[src/rtl/ppi_bus_controller_if.sv]
// Host-side bus bundle for the PPI bus controller.
// The master modport is the host or bench. The slave modport is the controller.
interface ppi_bus_controller_if;
  logic       CS_n;
  logic       RD_n;
  logic       WR_n;
  logic [1:0] A;
  logic [7:0] DataIn;
  logic [3:0] ControlEnable;
  logic [3:0] GroupControl;
  logic       BusDrive;
  logic [7:0] ControlWord;
  logic [7:0] PortCLatch;
  logic       ModeError;
  logic       BusError;

  modport master (
    output CS_n, RD_n, WR_n, A, DataIn,
    input  ControlEnable, GroupControl, BusDrive, ControlWord, PortCLatch,
           ModeError, BusError
  );

  modport slave (
    input  CS_n, RD_n, WR_n, A, DataIn,
    output ControlEnable, GroupControl, BusDrive, ControlWord, PortCLatch,
           ModeError, BusError
  );
endinterface

[src/rtl/ppi_bus_controller.sv]
// Bus sequencer for the PPI8255A core.
// Synchronizes the host strobes and runs a small FSM that turns reads and
// writes into per-port enables. Holds the mode-0 control word and the
// port C output latch. Handles bit-set/reset writes to port C.
module ppi_bus_controller #(
  parameter int         SYNC_STAGES = 2,
  parameter logic [7:0] RESET_CW    = 8'h9B
) (
  input logic                 Clk,
  input logic                 Reset,
  ppi_bus_controller_if.slave bus
);

  typedef enum logic [2:0] {IDLE, READ, WRITE, COMMIT, ERROR} busState_t;

  // Direction decode: 1 means the port is an input.
  // Bit order is [0]=A, [1]=B, [2]=C-lower, [3]=C-upper.
  function automatic logic [3:0] decodeGroup(input logic [7:0] cw);
    return {cw[3], cw[0], cw[1], cw[4]};
  endfunction

  // Enables raised during a read of the given address. Address 11 yields no enable.
  function automatic logic [3:0] readEnable(input logic [1:0] addr);
    logic [3:0] en;
    en = 4'b0000;
    case (addr)
      2'b00:   en = 4'b0001;
      2'b01:   en = 4'b0010;
      2'b10:   en = 4'b1100;
      default: en = 4'b0000;
    endcase
    return en;
  endfunction

  logic [2:0] syncChain [SYNC_STAGES];
  logic       sCS, sRD, sWR;

  busState_t  state;
  logic [7:0] controlWordReg;
  logic [7:0] portCLatchReg;
  logic [3:0] controlEnableReg;
  logic [3:0] groupControlReg;
  logic       busDriveReg;
  logic       modeErrorReg;
  logic       busErrorReg;

  // Strobe synchronizer. It idles high, so a reset looks like no strobe active.
  always_ff @(posedge Clk or posedge Reset) begin
    if (Reset) begin
      for (int i = 0; i < SYNC_STAGES; i++) syncChain[i] <= 3'b111;
    end else begin
      syncChain[0] <= {bus.CS_n, bus.RD_n, bus.WR_n};
      for (int i = 1; i < SYNC_STAGES; i++) syncChain[i] <= syncChain[i-1];
    end
  end

  assign {sCS, sRD, sWR} = syncChain[SYNC_STAGES-1];

  // Bus FSM with registered outputs.
  // Outputs change on the same edge as the state transition, which gives
  // SYNC_STAGES+1 cycles of latency from a strobe edge.
  always_ff @(posedge Clk or posedge Reset) begin
    if (Reset) begin
      state            <= IDLE;
      controlWordReg   <= RESET_CW;
      portCLatchReg    <= 8'h00;
      controlEnableReg <= 4'b0000;
      groupControlReg  <= decodeGroup(RESET_CW);
      busDriveReg      <= 1'b0;
      modeErrorReg     <= 1'b0;
      busErrorReg      <= 1'b0;
    end else begin
      // Direction follows the control word one cycle later.
      groupControlReg  <= decodeGroup(controlWordReg);
      controlEnableReg <= 4'b0000;
      busDriveReg      <= 1'b0;
      busErrorReg      <= 1'b0;

      case (state)
        IDLE: begin
          if (!sCS) begin
            if (!sRD && !sWR) begin
              state       <= ERROR;
              busErrorReg <= 1'b1;
            end else if (!sRD) begin
              state            <= READ;
              controlEnableReg <= readEnable(bus.A);
              busDriveReg      <= (bus.A != 2'b11);
            end else if (!sWR) begin
              state <= WRITE;
            end
          end
        end

        READ: begin
          if (sRD || sCS) begin
            state <= IDLE;
          end else begin
            controlEnableReg <= readEnable(bus.A);
            busDriveReg      <= (bus.A != 2'b11);
          end
        end

        WRITE: begin
          // The trailing edge of the write strobe wins over a simultaneous deselect.
          // Address and data are captured here, and the effects land as the FSM enters COMMIT.
          if (sWR) begin
            state <= COMMIT;
            case (bus.A)
              2'b00: if (!groupControlReg[0]) controlEnableReg[0] <= 1'b1;
              2'b01: if (!groupControlReg[1]) controlEnableReg[1] <= 1'b1;
              2'b10: begin
                if (!groupControlReg[2]) begin
                  portCLatchReg[3:0]  <= bus.DataIn[3:0];
                  controlEnableReg[2] <= 1'b1;
                end
                if (!groupControlReg[3]) begin
                  portCLatchReg[7:4]  <= bus.DataIn[7:4];
                  controlEnableReg[3] <= 1'b1;
                end
              end
              default: begin
                if (bus.DataIn[7]) begin
                  controlWordReg <= bus.DataIn;
                  portCLatchReg  <= 8'h00;
                  if ((bus.DataIn[6:5] != 2'b00) || bus.DataIn[2]) modeErrorReg <= 1'b1;
                end else begin
                  portCLatchReg[bus.DataIn[3:1]] <= bus.DataIn[0];
                  if (bus.DataIn[3]) controlEnableReg[3] <= 1'b1;
                  else               controlEnableReg[2] <= 1'b1;
                end
              end
            endcase
          end else if (sCS) begin
            state <= IDLE;
          end
        end

        COMMIT: state <= IDLE;

        ERROR: begin
          if (sRD && sWR) state <= IDLE;
        end

        default: state <= IDLE;
      endcase
    end
  end

  assign bus.ControlEnable = controlEnableReg;
  assign bus.GroupControl  = groupControlReg;
  assign bus.BusDrive      = busDriveReg;
  assign bus.ControlWord   = controlWordReg;
  assign bus.PortCLatch    = portCLatchReg;
  assign bus.ModeError     = modeErrorReg;
  assign bus.BusError      = busErrorReg;

endmodule

[src/flat_wrapper.sv]
// flat-port wrapper written by rule: the top's interface ports become plain ports
module ppi_bus_controller_flat 
#(
  parameter int         SYNC_STAGES = 2,
  parameter logic [7:0] RESET_CW    = 8'h9B
)
  (Clk, Reset, bus_CS_n, bus_RD_n, bus_WR_n, bus_A, bus_DataIn, bus_ControlEnable, bus_GroupControl, bus_BusDrive, bus_ControlWord, bus_PortCLatch, bus_ModeError, bus_BusError);
  ppi_bus_controller_if bus_i ();
  input logic Clk;
  input logic Reset;
  input wire logic [$bits(bus_i.CS_n)-1:0] bus_CS_n;
  input wire logic [$bits(bus_i.RD_n)-1:0] bus_RD_n;
  input wire logic [$bits(bus_i.WR_n)-1:0] bus_WR_n;
  input wire logic [$bits(bus_i.A)-1:0] bus_A;
  input wire logic [$bits(bus_i.DataIn)-1:0] bus_DataIn;
  output wire logic [$bits(bus_i.ControlEnable)-1:0] bus_ControlEnable;
  output wire logic [$bits(bus_i.GroupControl)-1:0] bus_GroupControl;
  output wire logic [$bits(bus_i.BusDrive)-1:0] bus_BusDrive;
  output wire logic [$bits(bus_i.ControlWord)-1:0] bus_ControlWord;
  output wire logic [$bits(bus_i.PortCLatch)-1:0] bus_PortCLatch;
  output wire logic [$bits(bus_i.ModeError)-1:0] bus_ModeError;
  output wire logic [$bits(bus_i.BusError)-1:0] bus_BusError;
  assign bus_i.CS_n = bus_CS_n;
  assign bus_i.RD_n = bus_RD_n;
  assign bus_i.WR_n = bus_WR_n;
  assign bus_i.A = bus_A;
  assign bus_i.DataIn = bus_DataIn;
  assign bus_ControlEnable = bus_i.ControlEnable;
  assign bus_GroupControl = bus_i.GroupControl;
  assign bus_BusDrive = bus_i.BusDrive;
  assign bus_ControlWord = bus_i.ControlWord;
  assign bus_PortCLatch = bus_i.PortCLatch;
  assign bus_ModeError = bus_i.ModeError;
  assign bus_BusError = bus_i.BusError;
  ppi_bus_controller #(.SYNC_STAGES(SYNC_STAGES), .RESET_CW(RESET_CW)) u_core (.Clk(Clk), .Reset(Reset), .bus(bus_i));
endmodule
[config.mk]
export PLATFORM = sky130hd
export DESIGN_NAME = ppi_bus_controller_flat
export DESIGN_NICKNAME = d
export VERILOG_FILES = /design/src/rtl/ppi_bus_controller_if.sv /design/src/rtl/ppi_bus_controller.sv /design/src/flat_wrapper.sv
export SDC_FILE = /design/constraint.sdc
export NUM_CORES = 1
export LEC_CHECK = 0
export ABC_AREA = 1
export CAP_MARGIN = 20
export CORE_ASPECT_RATIO = 0.5
export CORE_MARGIN = 3
export CORE_UTILIZATION = 48
export CTS_CLUSTER_SIZE = 25
export DETAILED_ROUTE_END_ITERATION = 8
export GPL_TIMING_DRIVEN = 0
export PLACE_DENSITY = 0.8
export RECOVER_POWER = 100
export SLEW_MARGIN = 0
export SYNTH_ARGS = -nofsm -noshare
export SYNTH_HDL_FRONTEND = slang
export SYNTH_SLANG_ARGS = --single-unit
[constraint.sdc]
create_clock -name Clk -period 1.4 [get_ports Clk]
set_input_delay 0.28 -clock Clk [delete_from_list [all_inputs] [get_ports Clk]]
set_output_delay 0.28 -clock Clk [all_outputs]
set_load 0.005 [all_outputs]
Word level (Yosys, flattened, before mapping). Cells that the tools add are included.

Magnitude comparators: 2. Equal/unequal tests: 13. Muxes and demuxes: 41. Bitwise operators: 2. Reductions and logical operators: 17.

Operator list (count): 4-bit 2-to-1 mux (7); 3-bit 2-to-1 mux (8); 4-bit case mux with 3 select lines (2); 1-bit 2-to-1 mux (16); 8-bit case mux with 2 select lines (1); 3-bit case mux with 4 select lines (1); 4-bit AND reduction (3); 5-bit AND reduction (2); 8-bit bitwise mux (1); 8-bit 2-to-1 mux (1); 2-bit != test, second input constant (4); 3-bit by 4-bit < comparator with 1-bit output, second input constant (1); 2-bit by 1-bit != test with 1-bit output, second input constant (2); 4-bit != test, second input constant (1); 2-bit case mux with 2 select lines (1); 1-bit demux with 3-bit select (1); 3-bit by 1-bit == test with 1-bit output, second input constant (1); 3-bit by 2-bit == test with 1-bit output, second input constant (1); 3-bit == test, second input constant (1); 3-bit by 1-bit >= comparator with 1-bit output, second input constant (1); 1-bit logical AND (3); 3-bit zero test (1); 3-bit by 1-bit != test with 1-bit output, second input constant (1); 3-bit OR reduction (1); 10 further kinds (13).

Register bits after elaboration: 35. Output and inout bits: 27. Word-level logic and storage cells: 86.

Logic depth before layout (Yosys ltp).
Word-level depth: 7. Depth in mapped cells: 8.

Least setup slack after synthesis. OpenSTA, ideal clock, no wires.

Kind: flip-flop to flip-flop. Start: reg u_core.syncChain, in the netlist u_core.sWR. End: reg u_core.controlWordReg[5], in the netlist u_core.bus.ControlWord[5]. Arrival time: 1.098 ns. Required time: 1.284 ns. Setup slack: 0.186 ns. Cell stages (with the launch flop): 7. Buffers on the path: 1. Cell sequence: dfstp_2 -> inv_1 -> nor2_2 -> nand2_2 -> buf_6 -> nand2_1 -> nand2_1.

Longest elaborated chain between the ends: 1.

Ends and longest elaborated chain: from (decl) (RTL line ppi_bus_controller.sv:35) `logic [2:0] syncChain [SYNC_STAGES];`; 4-bit AND reduction (no line); to (signal assigned) (RTL line ppi_bus_controller.sv:124) `controlWordReg <= bus.DataIn;`; to (decl) (RTL line ppi_bus_controller.sv:39) `logic [7:0] controlWordReg;`.

No other way between the ends. A chain may end at the register's enable or synchronous reset.

Worst setup path after layout.
Start: reg u_core.controlEnableReg[2], in the netlist u_core.bus.ControlEnable[2]. End: out bus_ControlEnable[2].

RTL lines: from (decl) (RTL line ppi_bus_controller.sv:41) `logic [3:0] controlEnableReg;`; from (signal assigned) (RTL line ppi_bus_controller.sv:87) `controlEnableReg <= readEnable(bus.A);`; from (signal assigned) (RTL line ppi_bus_controller.sv:99) `controlEnableReg <= readEnable(bus.A);`; to (decl) (RTL line flat_wrapper.sv:16) `output wire logic [$bits(bus_i.ControlEnable)-1:0] bus_ControlEnable;`.

No word-level cell between the ends.

==> results.py <==
metrics = {
    "run_status": {
        "status": "completed",
    },
    "detailed_routing": {
        "final_antenna_net_count": 0,
        "wire_per_inst_um": 13.6,
        "dr.first_iter.drc_count": 135,
        "via_per_inst": 5.23,
        "drt_wl_total_um": 4190,
        "drc_errors": 0,
        "vias": 1611,
        "firstDrtPassIters": 5,
    },
    "worst_setup_path": {
        "cp-startpoint": "u_core.bus.ControlEnable[2]",
        "r2r_cells": 6,
        "worstPathBufferInverterCount": 1,
        "required_ns": 1.12,
        "crit_fanout": 1,
        "crit_chain": "clkdlybuf4s50_1",
        "critical_path_class": "flip-flop to output pin",
        "crit_end": "bus_ControlEnable[2]",
        "start_kind": "flip-flop",
        "r2r-start": "u_core.sWR",
        "slowest_delay_ns": 0.49,
        "cp_top_family": "buffers and inverters",
        "path_depth": 1,
        "reg2reg_slack_ns": 0.07,
        "slowest_stage": "clkdlybuf4s50_1",
        "worstReg2RegEnd": "u_core.bus.ModeError",
        "arrival_ns": 1.09,
        "end_kind": "output pin",
    },
    "placed_design": {
        "dp_slack_ns": -0.317,
        "dp.cells": 289,
        "placed_area_um2": 2160,
        "hpwl_um": 2980,
        "port_buffers": 38,
        "gp_congestion": 0.840,
    },
    "timing": {
        "timing.fmax_ghz": 0.729,
        "worstMarginPinSlew_ns": 0.594,
        "skew_ns": 0.00457,
        "fin_crit_sh_pct": 98.0,
        "slew_viol_final": 0,
        "setup_tns_ns": 0,
        "relSlewSlack_pct": 60.4,
        "layout_min_cycle_time_ns": 1.37,
        "finalSetupViolCount": 0,
        "worst_slack_ns": 0.0282,
        "hold_ws_ns": 0.344,
        "finalHoldViolations": 0,
    },
    "final_layout": {
        "nNetsFinal": 274,
        "final_util_pct": 75.0,
        "fin_area_um2": 2390,
        "layout_common_cells": "nand2_1 (51), nand3_1 (28), dlygate4sd2_1 (22)",
        "drive_gt1_share_pct": 25.0,
        "syn_to_final_growth_pct": 40.9,
        "final_cells": 308,
        "diodes": 0,
        "mostFrequentLayoutCell": "nand2_1",
    },
    "job": {
        "max_cap_violations": 0,
    },
    "synthesis": {
        "ys.warnings.count": 0,
        "netlist_area_um2": 1700,
        "syn_nets": 217,
        "synth.avg_cell_area_um2": 8.40,
        "ys_seq_area_share_pct": 52.7,
        "synth.distinct_cells": 25,
        "synthCells": 202,
        "ys_ff_latch": 35,
    },
    "cts": {
        "cts_buffer_depth": 2,
        "cts_hold_buf": 0,
        "cts_buffers": 5,
        "cts_max_level": 2,
        "cts_tree": "done",
        "cts.root.buffer_cell": "clkbuf_8",
        "cts.sinks": 35,
        "insertion_delay_ns": 0.29,
        "clk_pin_slew_ns": 0.07,
    },
    "pwr": {
        "total_power_mw": 3.85,
        "ir_drop_mv": 1.18,
        "leakage_nw": 1.23,
        "powerDensity_nw_per_um2": 1610,
    },
    "die": {
        "die_h_um": 48.0,
        "rows": 14,
        "die_w_um": 90.1,
        "core_um2": 3190,
        "io_pins": 42,
        "die_area_um2": 4330,
        "start_util_pct": 53.2,
    },
    "global_routing": {
        "grt_max_degree": 23,
        "grt.overflow.total": 0,
        "grt_pass1_vias": 1423,
        "grt_usage_pct": 19.9,
        "grt_pass1_wl_um": 6570,
        "grt_antenna_before_repair": 0,
    },
    "hold_path": {
        "hold_path_class": "input port to flip-flop",
        "min_path_cells": 3,
    },
}
==> kinds of logic after synthesis <==
| kind of cell | count (synthesis) | share of synthesized area [%] |
|---|---|---|
| AOI/OAI and AO/OA | 32 | 12.2 |
| buffers and inverters | 24 | 6.56 |
| DFF | 35 | 52.7 |
| other | 1 | 0.221 |
| and+or+nand+nor | 110 | 28.4 |
==> state kept, by name, summed over array words and instances, names as in the netlist <==
register and count:
u_core.bus.ModeError 1, u_core.bus.ControlWord 7, u_core.bus.ControlEnable 4, u_core.bus.BusError 1
u_core.state 3, u_core.sCS 1, u_core.sRD 1, u_core.bus.BusDrive 1
u_core.bus.GroupControl 4, u_core.bus.PortCLatch 8, u_core.sWR 1, u_core.syncChain 3
==> synthesized netlist by cell type, drive strengths merged <==
cell type / number / area [µm²]
conb: 1 / 3.75
o21ai: 18 / 120
or2: 2 / 12.5
dfstp: 14 / 368
o211ai: 1 / 7.51
o22ai: 2 / 12.5
nor2b: 1 / 6.26
o21bai: 2 / 18.8
nand3: 29 / 145
o31ai: 1 / 7.51
dfrtp: 21 / 526
inv: 19 / 71.3
buf: 5 / 40.0
nor2: 19 / 78.8
nand2: 56 / 223
nor3: 2 / 10.0
nand4: 1 / 6.26
a21oi: 8 / 40.0
==> power breakdown <==
part / internal (mW) / switching, mW / leakage, nW / total [mW]
Clock: 0.403 / 0.357 / 0.0484 / 0.760
Combinational: 0.731 / 0.707 / 0.759 / 1.44
Sequential: 1.45 / 0.200 / 0.424 / 1.65
Total: 2.58 / 1.26 / 1.23 / 3.85
==> routing by layer <==
metal	vias to the layer above	global-route usage [%]	share of wire, %	wire length (µm)
met5	-	0	0	0
met4	0	9.12	1.5	61
met3	10	6.28	8.1	339
met2	79	34.5	48	2010
met1	752	24.0	43	1780
li1	770	-	-	-
==> worst min path at each step <==
| stage | startpoint | end | slack [ns] |
|---|---|---|---|
| finish | bus_DataIn[2] | u_core.bus.ControlWord[2] | 0.34 |
| global route | bus_DataIn[2] | u_core.bus.ControlWord[2] | 0.36 |
| CTS | bus_DataIn[2] | u_core.bus.ControlWord[2] | 0.33 |
| detailed placement | u_core.syncChain[3] | u_core.sWR | 0.35 |
| global placement | u_core.syncChain[5] | u_core.sCS | 0.35 |
| floorplan | bus_WR_n | u_core.syncChain[3] | 0.28 |
==> repair_timing <==
| action | in CTS | in global routing |
|---|---|---|
| buffers inserted | 3 | 7 |
| gates resized for setup | 24 | 22 |
| pin swaps | 0 | 2 |
| cloned | 0 | 1 |
| endpoints found under the setup margin | 23 | 24 |
==> layout make-up <==
type / instances / area [µm²]
tap: 48 / 60.1
multi-input combinational: 143 / 737
timing repair buffer: 50 / 485
fill: 242 / 798
sequential: 35 / 897
inverter: 19 / 71.3
buffer: 5 / 43.8
clock inverter: 1 / 8.76
clock buffer: 7 / 86.3
Power figures use the tool's default switching activity.
